### src/rtl/led7_scan_ctrl.sv
// Time-multiplexed scan controller for common-anode 7-segment digits sharing one led7_decoder.
// Define LED7_LZB_EN to enable leading-zero blanking; the default build shows every digit.
module led7_scan_ctrl #(
  parameter int DIGITS    = 4,
  parameter int SCAN_DIV  = 1000,
  parameter int BLANK_CYC = 16
) (
  input  logic                  clk,
  input  logic                  rst,
  input  logic                  enable,
  input  logic                  load,
  input  logic [4*DIGITS-1:0]   din,
  output logic                  dec_on,
  output logic [3:0]            dec_in,
  output logic [DIGITS-1:0]     digit_sel,
  output logic                  frame_done,
  output logic                  pending
);

  localparam int CW = (SCAN_DIV > 1) ? $clog2(SCAN_DIV) : 1;
  localparam int IW = (DIGITS > 1) ? $clog2(DIGITS) : 1;

  localparam logic [CW-1:0] CNT_BLANK_END = CW'(BLANK_CYC - 1);
  localparam logic [CW-1:0] CNT_LAST      = CW'(SCAN_DIV - 1);
  localparam logic [CW-1:0] CNT_PENULT    = CW'(SCAN_DIV - 2);
  localparam logic [IW-1:0] IDX_LAST      = IW'(DIGITS - 1);
  localparam bit            SHOW_ONE      = ((SCAN_DIV - BLANK_CYC) == 1);

  typedef enum logic [1:0] {IDLE, BLANK, SHOW} state_t;

  state_t              state;
  logic [CW-1:0]       cnt;
  logic [IW-1:0]       idx;
  logic [IW-1:0]       idx_next;
  logic [4*DIGITS-1:0] active;
  logic [4*DIGITS-1:0] shadow;
  logic [4*DIGITS-1:0] active_next;
  logic [DIGITS-1:0]   lzb_mask;
  logic                last_slot;
  logic                boundary;

  // A frame starts either when scanning leaves IDLE or on the last SHOW cycle of the last digit;
  // only there may `active` change, so a frame never mixes two values.
  // NOTE: every always_comb output gets a default first, so no path can leave it unassigned (no latch).
  always_comb begin
    last_slot   = (state == SHOW) && (idx == IDX_LAST) && (cnt == CNT_LAST);
    boundary    = enable && ((state == IDLE) || last_slot);
    idx_next    = (idx == IDX_LAST) ? '0 : idx + 1'b1;
    active_next = active;
    if (boundary) begin
      if (load)         active_next = din;
      else if (pending) active_next = shadow;
    end
  end

`ifdef LED7_LZB_EN
  // A digit is blanked while it and every more-significant digit are zero; digit 0 always shows.
  always_comb begin
    logic zero_run;
    lzb_mask = '0;
    zero_run = 1'b1;
    for (int i = DIGITS - 1; i >= 1; i--) begin
      zero_run    = zero_run && (active[4*i +: 4] == 4'h0);
      lzb_mask[i] = zero_run;
    end
  end
`else
  assign lzb_mask = '0;
`endif

  // NOTE: sequential state uses non-blocking assignments only, so every register samples pre-edge values.
  always_ff @(posedge clk or posedge rst) begin
    if (rst) begin
      active  <= '0;
      shadow  <= '0;
      pending <= 1'b0;
    end else begin
      active <= active_next;
      if (load && !boundary) begin
        shadow  <= din;
        pending <= 1'b1;
      end else if (boundary) begin
        pending <= 1'b0;
      end
    end
  end

  always_ff @(posedge clk or posedge rst) begin
    if (rst) begin
      state      <= IDLE;
      cnt        <= '0;
      idx        <= '0;
      dec_on     <= 1'b0;
      dec_in     <= 4'h0;
      digit_sel  <= '1;
      frame_done <= 1'b0;
    end else if (!enable) begin
      state      <= IDLE;
      cnt        <= '0;
      idx        <= '0;
      dec_on     <= 1'b0;
      dec_in     <= 4'h0;
      digit_sel  <= '1;
      frame_done <= 1'b0;
    end else begin
      frame_done <= 1'b0;
      case (state)
        IDLE: begin
          state     <= BLANK;
          cnt       <= '0;
          idx       <= '0;
          digit_sel <= '1;
          dec_on    <= 1'b0;
          dec_in    <= active_next[3:0];
        end
        BLANK: begin
          cnt <= cnt + 1'b1;
          if (cnt == CNT_BLANK_END) begin
            state      <= SHOW;
            digit_sel  <= ~(DIGITS'(1) << idx);
            dec_on     <= ~lzb_mask[idx];
            dec_in     <= active[4*idx +: 4];
            frame_done <= (idx == IDX_LAST) && SHOW_ONE;
          end
        end
        SHOW: begin
          if (cnt == CNT_LAST) begin
            state     <= BLANK;
            cnt       <= '0;
            idx       <= idx_next;
            digit_sel <= '1;
            dec_on    <= 1'b0;
            dec_in    <= active_next[4*idx_next +: 4];
          end else begin
            cnt        <= cnt + 1'b1;
            // Flag the final cycle of the frame while entering it, keeping the output registered.
            frame_done <= (idx == IDX_LAST) && (cnt == CNT_PENULT);
          end
        end
        default: state <= IDLE;
      endcase
    end
  end

endmodule

### config.mk
export PLATFORM = sky130hd
export DESIGN_NAME = led7_scan_ctrl
export DESIGN_NICKNAME = d
export VERILOG_FILES = /design/src/rtl/led7_scan_ctrl.sv
export SDC_FILE = /design/constraint.sdc
export NUM_CORES = 1
export LEC_CHECK = 0
export ABC_AREA = 0
export CORE_UTILIZATION = 40
export DETAILED_ROUTE_END_ITERATION = 16
export HOLD_SLACK_MARGIN = 0.06
export SYNTH_ARGS = -nofsm -noshare
export SYNTH_HDL_FRONTEND = slang
export SYNTH_SLANG_ARGS = --single-unit
### constraint.sdc
create_clock -name clk -period 2.4 [get_ports clk]
set_input_delay 0.24 -clock clk [delete_from_list [all_inputs] [get_ports clk]]
set_output_delay 0.24 -clock clk [all_outputs]
set_load 0.01 [all_outputs]
==> load_flow_metrics.sql, run 1 <==
INSERT INTO impl_metrics (metric_group, metric, value, unit) VALUES
('run_status', 'outcome', 'complete, no violations', ''),
('setup_path', 'cp-end-kind', 'register', ''),
('clocking', 'cts_buffers', '9', ''),
('timing', 'report.final.slew_viol_count', '0', ''),
('timing', 'slew_headroom', '67.8', '%'),
('timing', 'hold_violations', '0', ''),
('global_route', 'antenna_found_initial', '0', ''),
('floorplan', 'die_h', '92.4', 'um'),
('detailed_routing', 'drt-vias-per-instance', '5.60', ''),
('power', 'power_leakage', '1.75', 'nW'),
('setup_path', 'worstPathBufferInverterCount', '3', ''),
('timing', 'timing.final.setup_violations', '0', ''),
('timing', 'final_critical_path_setup_slack', '6.40', 'ps'),
('yosys', 'synth_top_area_share', '40.6', '%'),
('floorplan', 'total_die_area', '8540', 'um^2'),
('yosys', 'ys_dominant_reg_cell', 'sky130_fd_sc_hd__dfrtp_1', ''),
('detailed_routing', 'drt-initial-drc-count', '119', ''),
('floorplan', 'dieWidth', '92.4', 'um'),
('setup_path', 'r2r_setup_slack', '6', 'ps'),
('detailed_routing', 'detailroute.via_count', '2766', ''),
('setup_path', 'worstSetupPathType', 'register to register', ''),
('finish', 'leading_cell_type_in_the_layout_fill_and_taps_excluded', 'sky130_fd_sc_hd__dfrtp_1', ''),
('timing', 'finalWorstPathRequiredPeriod', '2390', 'ps'),
('place', 'hpwl', '5890', 'um'),
('place', 'pre_cts_slack', '-128', 'ps'),
('timing', 'clock_skew', '8.15', 'ps'),
('yosys', 'yosysSeqAreaShare', '43.8', '%'),
('setup_path', 'critical_path.startpoint_type', 'register', ''),
('clocking', 'worst_setup_hold_path_clk_slew', '70', 'ps'),
('yosys', 'async_reset_ff_share', '100', '%'),
('setup_path', 'worst_path_dominant_cell_family', 'compound AO/OA/AOI/OAI gates', ''),
('setup_path', 'cp_cell_sequence', 'buf_6 -> ha_4 -> nand4_1 -> o31ai_4 -> buf_6 -> clkbuf_16 -> a32o_1 -> a221o_1 -> a22o_1 -> a211oi_2 -> o311ai_1', ''),
('global_route', 'globalRouteTotalUtil', '20.4', '%'),
('setup_path', 'timing.critical_path.arrival', '2600', 'ps'),
('setup_path', 'cp_slowest_stage_delay', '410', 'ps'),
('setup_path', 'cp_max_fo', '5', ''),
('yosys', 'synthTopCellsByArea', 'sky130_fd_sc_hd__dfrtp_1 (41%), sky130_fd_sc_hd__ha_1 (3.8%), sky130_fd_sc_hd__mux2_2 (3.4%), sky130_fd_sc_hd__dfstp_2 (3.2%), sky130_fd_sc_hd__o21ai_0 (3.2%)', ''),
('setup_path', 'crit_top_cell', 'sky130_fd_sc_hd__buf_6', ''),
('timing', 'timing.final.crit_share', '99.7', '%'),
('place', 'dpl.cell_count', '471', ''),
('global_route', 'aggregate_global_routing_overflow', '0', ''),
('place', 'placed_cell_area', '3950', 'um^2'),
('finish', 'synthToLayoutAreaGrowth', '29.6', '%'),
('setup_path', 'critPathRequiredTime', '2600', 'ps'),
('clocking', 'ctsHtreeMaxLevel', '3', ''),
('clocking', 'cts_num_sinks', '57', ''),
('global_route', 'grt_pass1_wl', '13600', 'um'),
('detailed_routing', 'drt_wl_total', '8180', 'um'),
('place', 'gpl.final_weighted_congestion', '0.851', ''),
('timing', 'fmax', '0.418', 'GHz'),
('clocking', 'insertion_delay', '340', 'ps'),
('detailed_routing', 'first_pass_drt_iterations', '4', ''),
('floorplan', 'initial_utilization', '41.9', '%'),
('clocking', 'cts-hold-fix-buffers', '0', ''),
('yosys', 'netlist_area', '3270', 'um^2'),
('floorplan', 'floorplan.io_pins', '31', ''),
('floorplan', 'placement_rows', '32', ''),
('clocking', 'tritoncts', 'built', ''),
('detailed_routing', 'drt_drc_violations_left', '0', ''),
('setup_path', 'critical_path.slowest_cell', 'sky130_fd_sc_hd__dfrtp_1', ''),
('timing', 'timing_worst_slew_pin_value', '482', 'ps'),
('yosys', 'synth_top_area_cell', 'sky130_fd_sc_hd__dfrtp_1', ''),
('min_path', 'min_path_type', 'input port to async pin', ''),
('global_route', 'first_global_vias', '2709', ''),
('yosys', 'ys_ff_latch', '57', ''),
('yosys', 'cell_count_after_synthesis', '313', ''),
('place', 'numPortBuffers', '30', ''),
('finish', 'final_cells', '494', ''),
('power', 'vdd.ir_drop.worst', '0.000421', 'V'),
('timing', 'rsz_0062_raised_after_global_routing', 'true', ''),
('clocking', 'clk_root_buffer_cell', 'sky130_fd_sc_hd__clkbuf_8', '');
[Yosys cell counts, types with 4 or more instances]
cell type	instances
sky130_fd_sc_hd__a32o_1	5
sky130_fd_sc_hd__inv_1	15
sky130_fd_sc_hd__a22o_1	4
sky130_fd_sc_hd__a21oi_1	10
sky130_fd_sc_hd__nor2b_1	5
sky130_fd_sc_hd__a21oi_2	4
sky130_fd_sc_hd__clkbuf_1	8
sky130_fd_sc_hd__nand2_1	23
sky130_fd_sc_hd__nor2_1	19
sky130_fd_sc_hd__nand4_1	4
sky130_fd_sc_hd__a31oi_1	6
sky130_fd_sc_hd__nand2b_1	5
sky130_fd_sc_hd__dfstp_2	4
sky130_fd_sc_hd__ha_1	10
sky130_fd_sc_hd__and2_1	10
sky130_fd_sc_hd__dfrtp_1	53
sky130_fd_sc_hd__mux2_2	10
sky130_fd_sc_hd__a221o_1	4
sky130_fd_sc_hd__o32a_1	6
sky130_fd_sc_hd__nand3_1	11
sky130_fd_sc_hd__o221ai_1	5
sky130_fd_sc_hd__o21ai_0	21
sky130_fd_sc_hd__buf_2	4
sky130_fd_sc_hd__mux4_2	4
[cells by family after synthesis]
logic type	synth area share (%)
buffers and inverters	4.63
XOR/XNOR	0.536
multiplexers	6.81
adder cells (fa/ha/maj)	3.83
AND/OR/NAND/NOR	17.2
flip-flops	43.8
AO/OA/AOI/OAI	23.2
[metal layers]
metal | up-vias | share of wire (%) | wire length (um) | global-route usage, %
met4 | 0 | 1.3 | 108 | 8.59
li1 | 1339 | - | - | -
met3 | 8 | 2.6 | 210 | 2.87
met5 | - | 0 | 0 | 0
met2 | 50 | 46 | 3760 | 30.2
met1 | 1369 | 50 | 4110 | 29.7
[repair_timing]
| action | 4_1_cts | 5_1_grt |
|---|---|---|
| endpoints found under the setup margin | 1 | 3 |
| pin swaps | 0 | 5 |
| gates resized for setup | 1 | 13 |
| setup buffers | 0 | 6 |
| gates cloned | 0 | 1 |
[where the power goes]
group / switching, W / internal [W] / leakage (nW) / total [W]
Combinational: 0.000907 / 0.00102 / 0.957 / 0.00193
Sequential: 0.000242 / 0.00126 / 0.706 / 0.00150
Clock: 0.000370 / 0.000368 / 0.0839 / 0.000737
[worst paths after layout]
kind,start,to,depth (start not counted)
worst max-delay path,state[1],dec_in[3],11
worst min-delay path,rst,active[13],2
worst max register to register,state[1],dec_in[3],11
worst min register to register,dec_on,dec_on,2
max in group asynchronous,rst,digit_sel[3],3
min in group clk,dec_on,dec_on,2
[flip-flops by register name, indices dropped and copies added (netlist names), 2 cells and up]
signal and flops:
active 16, cnt 10, dec_in 4, digit_sel 4, idx 2, shadow 16, state 2
[metrics by stage]
stage	total power (W)	setup TNS, ps	utilization (%)	hold slack (ps)
floorplan	0.00261	0	-	390
global placement	0.00327	-195	50.6	458
detailed placement	0.00330	-379	50.6	470
CTS	0.00405	0	52.6	261
global route	0.00445	-65.4	54.3	296
finish	0.00416	0	54.3	247
[layout make-up]
cell class | count | area, um^2
Sequential cell | 57 | 1430
Multi-Input combinational cell | 224 | 1740
Timing Repair Buffer | 80 | 726
Inverter | 15 | 56.3
Clock buffer | 12 | 135
Fill cell | 719 | 3570
Clock inverter | 4 | 20.0
Tap cell | 102 | 128
(Power assumes the default switching activity.)
==> inputs of run 2 (changes only) <==
--- a/config.mk
+++ b/config.mk
@@ -5,7 +5,8 @@
 export SDC_FILE = /design/constraint.sdc
 export NUM_CORES = 1
 export LEC_CHECK = 0
-export ABC_AREA = 0
+export ABC_AREA = 1
+export CORE_MARGIN = 3
 export CORE_UTILIZATION = 40
 export DETAILED_ROUTE_END_ITERATION = 16
 export HOLD_SLACK_MARGIN = 0.06
==> load_flow_metrics.sql, run 2 <==
INSERT INTO impl_metrics (metric_group, metric, value, unit) VALUES
('run_status', 'outcome', 'complete, no violations', ''),
('timing', 'rsz_0062_raised_after_global_routing', 'false', ''),
('place', 'numPortBuffers', '30', ''),
('timing', 'hold_violations', '0', ''),
('setup_path', 'worstSetupPathType', 'register to register', ''),
('setup_path', 'timing.critical_path.arrival', '2320', 'ps'),
('timing', 'timing_worst_slew_pin_value', '571', 'ps'),
('finish', 'leading_cell_type_in_the_layout_fill_and_taps_excluded', 'sky130_fd_sc_hd__nand2_1', ''),
('setup_path', 'cp-end-kind', 'register', ''),
('min_path', 'min_path_type', 'input port to async pin', ''),
('yosys', 'cell_count_after_synthesis', '421', ''),
('floorplan', 'die_h', '97.4', 'um'),
('global_route', 'globalRouteTotalUtil', '18.0', '%'),
('timing', 'clock_skew', '10.8', 'ps'),
('place', 'gpl.final_weighted_congestion', '0.843', ''),
('clocking', 'cts-hold-fix-buffers', '0', ''),
('yosys', 'yosysSeqAreaShare', '42.8', '%'),
('floorplan', 'floorplan.io_pins', '31', ''),
('yosys', 'ys_dominant_reg_cell', 'sky130_fd_sc_hd__dfrtp_1', ''),
('global_route', 'maximum_number_of_pins_on_one_net_before_global_route_repair', '28', ''),
('yosys', 'ys_top_cells_by_count', 'sky130_fd_sc_hd__nand2_1 (83), sky130_fd_sc_hd__nand3_1 (61), sky130_fd_sc_hd__inv_1 (56)', ''),
('clocking', 'cts_num_sinks', '57', ''),
('clocking', 'insertion_delay', '340', 'ps'),
('clocking', 'cts_buffers', '9', ''),
('power', 'powerDensity', '1090', 'nW/um^2'),
('timing', 'timing.final.setup_violations', '0', ''),
('floorplan', 'placement_rows', '32', ''),
('finish', 'insertedDiodeCount', '0', ''),
('timing', 'slew_headroom', '61.9', '%'),
('detailed_routing', 'drt-vias-per-instance', '5.04', ''),
('clocking', 'worst_setup_hold_path_clk_slew', '60', 'ps'),
('yosys', 'synth_cell_type_count', '33', ''),
('setup_path', 'critical_path.startpoint_type', 'register', ''),
('clocking', 'post-cts-setup-buffers', '0', ''),
('timing', 'fmax', '0.475', 'GHz'),
('setup_path', 'cp_cell_sequence', 'inv_1 -> ha_1 -> nand2_1 -> inv_1 -> nand3_2 -> nand2_4 -> nand2_4 -> nand2_1 -> buf_4 -> mux2_2', ''),
('detailed_routing', 'first_pass_drt_iterations', '4', ''),
('place', 'placed_cell_area', '3790', 'um^2'),
('yosys', 'synthTopCellsByArea', 'sky130_fd_sc_hd__dfrtp_1 (40%), sky130_fd_sc_hd__nand2_1 (9.3%), sky130_fd_sc_hd__nand3_1 (9.1%), sky130_fd_sc_hd__inv_1 (6.3%), sky130_fd_sc_hd__o21ai_0 (6.1%)', ''),
('setup_path', 'worst_path_dominant_cell_family', 'simple AND/OR/NAND/NOR gates', ''),
('setup_path', 'cp_max_fo', '21', ''),
('timing', 'timing.final.crit_share', '87.7', '%'),
('global_route', 'first_global_vias', '2907', ''),
('setup_path', 'cp_slowest_stage_delay', '410', 'ps'),
('floorplan', 'dieWidth', '97.4', 'um'),
('timing', 'finalWorstPathRequiredPeriod', '2110', 'ps'),
('floorplan', 'initial_utilization', '42.2', '%'),
('global_route', 'grt_pass1_wl', '13800', 'um'),
('yosys', 'synth.most_common_cell', 'sky130_fd_sc_hd__nand2_1', ''),
('clocking', 'tritoncts', 'built', ''),
('flow_run', 'max_cap_viol_count', '0', ''),
('setup_path', 'critical_path.slowest_cell', 'sky130_fd_sc_hd__dfrtp_1', ''),
('yosys', 'netlist_area', '3340', 'um^2'),
('finish', 'finish.net_count', '489', ''),
('yosys', 'ys_ff_latch', '57', ''),
('floorplan', 'core_region_area', '7930', 'um^2'),
('timing', 'report.final.slew_viol_count', '0', ''),
('detailed_routing', 'drt-initial-drc-count', '154', ''),
('setup_path', 'critPathRequiredTime', '2620', 'ps'),
('clocking', 'ctsHtreeMaxLevel', '3', ''),
('global_route', 'aggregate_global_routing_overflow', '0', ''),
('yosys', 'postSynthAreaPerCell', '7.94', 'um^2'),
('setup_path', 'worstPathBufferInverterCount', '3', ''),
('yosys', 'ys_warn_count', '0', ''),
('yosys', 'async_reset_ff_share', '100', '%'),
('clocking', 'cts_repair_resize_count', '0', ''),
('power', 'power_leakage', '1.85', 'nW'),
('finish', 'finish.instance_area', '3990', 'um^2'),
('timing', 'fin_tns_setup', '0', 'ps'),
('yosys', 'synth_top_area_cell', 'sky130_fd_sc_hd__dfrtp_1', ''),
('floorplan', 'total_die_area', '9490', 'um^2'),
('finish', 'synthToLayoutAreaGrowth', '19.5', '%'),
('detailed_routing', 'route.detailed.wl_per_inst', '14.1', 'um'),
('yosys', 'synth_edf_count', '0', ''),
('detailed_routing', 'drtAntennaViolNets', '0', ''),
('yosys', 'synth_top_area_share', '39.7', '%'),
('detailed_routing', 'drt_wl_total', '7970', 'um'),
('finish', 'post_route_cells_drive_above_1_share', '13.6', '%'),
('power', 'vdd.ir_drop.worst', '0.000427', 'V'),
('finish', 'most_frequent_cells_in_the_layout', 'sky130_fd_sc_hd__nand2_1 (83), sky130_fd_sc_hd__nand3_1 (61), sky130_fd_sc_hd__inv_1 (55)', ''),
('place', 'hpwl', '6040', 'um'),
('clocking', 'clk_root_buffer_cell', 'sky130_fd_sc_hd__clkbuf_8', ''),
('detailed_routing', 'detailroute.via_count', '2850', ''),
('global_route', 'antenna_found_initial', '0', ''),
('finish', 'biggestRegsByFlops', 'active (16), shadow (16), cnt (10)', ''),
('yosys', 'syn_nets', '451', ''),
('detailed_routing', 'drt_drc_violations_left', '0', ''),
('clocking', 'cts-root-to-sink-buffers', '2', '');
run 2: area by class of cell:
cell class / count / area (um^2)
multi-input combinational: 287 / 1590
tap: 102 / 128
clock inverter: 2 / 35.0
inverter: 59 / 221
timing repair buffer: 45 / 413
fill: 784 / 3930
clock buffer: 14 / 173
sequential: 57 / 1430
run 2: cell families after synthesis:
kind of cell,after synthesis,share of synthesized area [%]
XOR/XNOR,1,0.262
flip-flops,57,42.8
AND/OR/NAND/NOR,193,27.8
adder cells (fa/ha/maj),10,3.74
multiplexers,12,4.04
AO/OA/AOI/OAI,71,11.8
buffers and inverters,77,9.51
run 2: power by group:
| group | total, W | switching (W) | leakage (nW) | internal [W] |
|---|---|---|---|---|
| Clock | 0.000945 | 0.000381 | 0.107 | 0.000564 |
| Sequential | 0.00146 | 0.000192 | 0.687 | 0.00127 |
| Combinational | 0.00196 | 0.00117 | 1.06 | 0.000791 |
| Total | 0.00437 | 0.00174 | 1.85 | 0.00263 |
run 2: metrics by stage:
step / total power (W) / hold WS, ps / worst slack, ps / std cells / util [%]
final: 0.00437 / 273 / 295 / 566 / 50.4
after CTS: 0.00442 / 287 / 267 / 566 / 50.4
after global routing: 0.00477 / 322 / 31.4 / 566 / 50.4
after floorplan: 0.00289 / 390 / 535 / 421 / -
after detailed placement: 0.00345 / 481 / 286 / 550 / 47.8
after global placement: 0.00343 / 471 / 313 / 550 / 47.8
run 2: worst paths after layout:
| kind | slack [ps] | end | startpoint | depth (start not counted) |
|---|---|---|---|---|
| min in group clk | 490 | shadow[6] | din[6] | 3 |
| worst min-delay path | 270 | cnt[5] | rst | 2 |
| worst min register to register | 490 | dec_in[0] | dec_in[0] | 2 |
| worst max register to register | 290 | shadow[14] | state[0] | 10 |
| max in group asynchronous | 1470 | shadow[0] | rst | 3 |
| worst max-delay path | 290 | shadow[14] | state[0] | 10 |
run 2: layer usage:
layer	GRT usage, %	part of all wire [%]	vias up
met2	30.2	48	52
met4	6.28	1.5	0
met3	3.80	3.5	11
met1	23.0	47	1326
met5	0	0	-
li1	-	-	1461
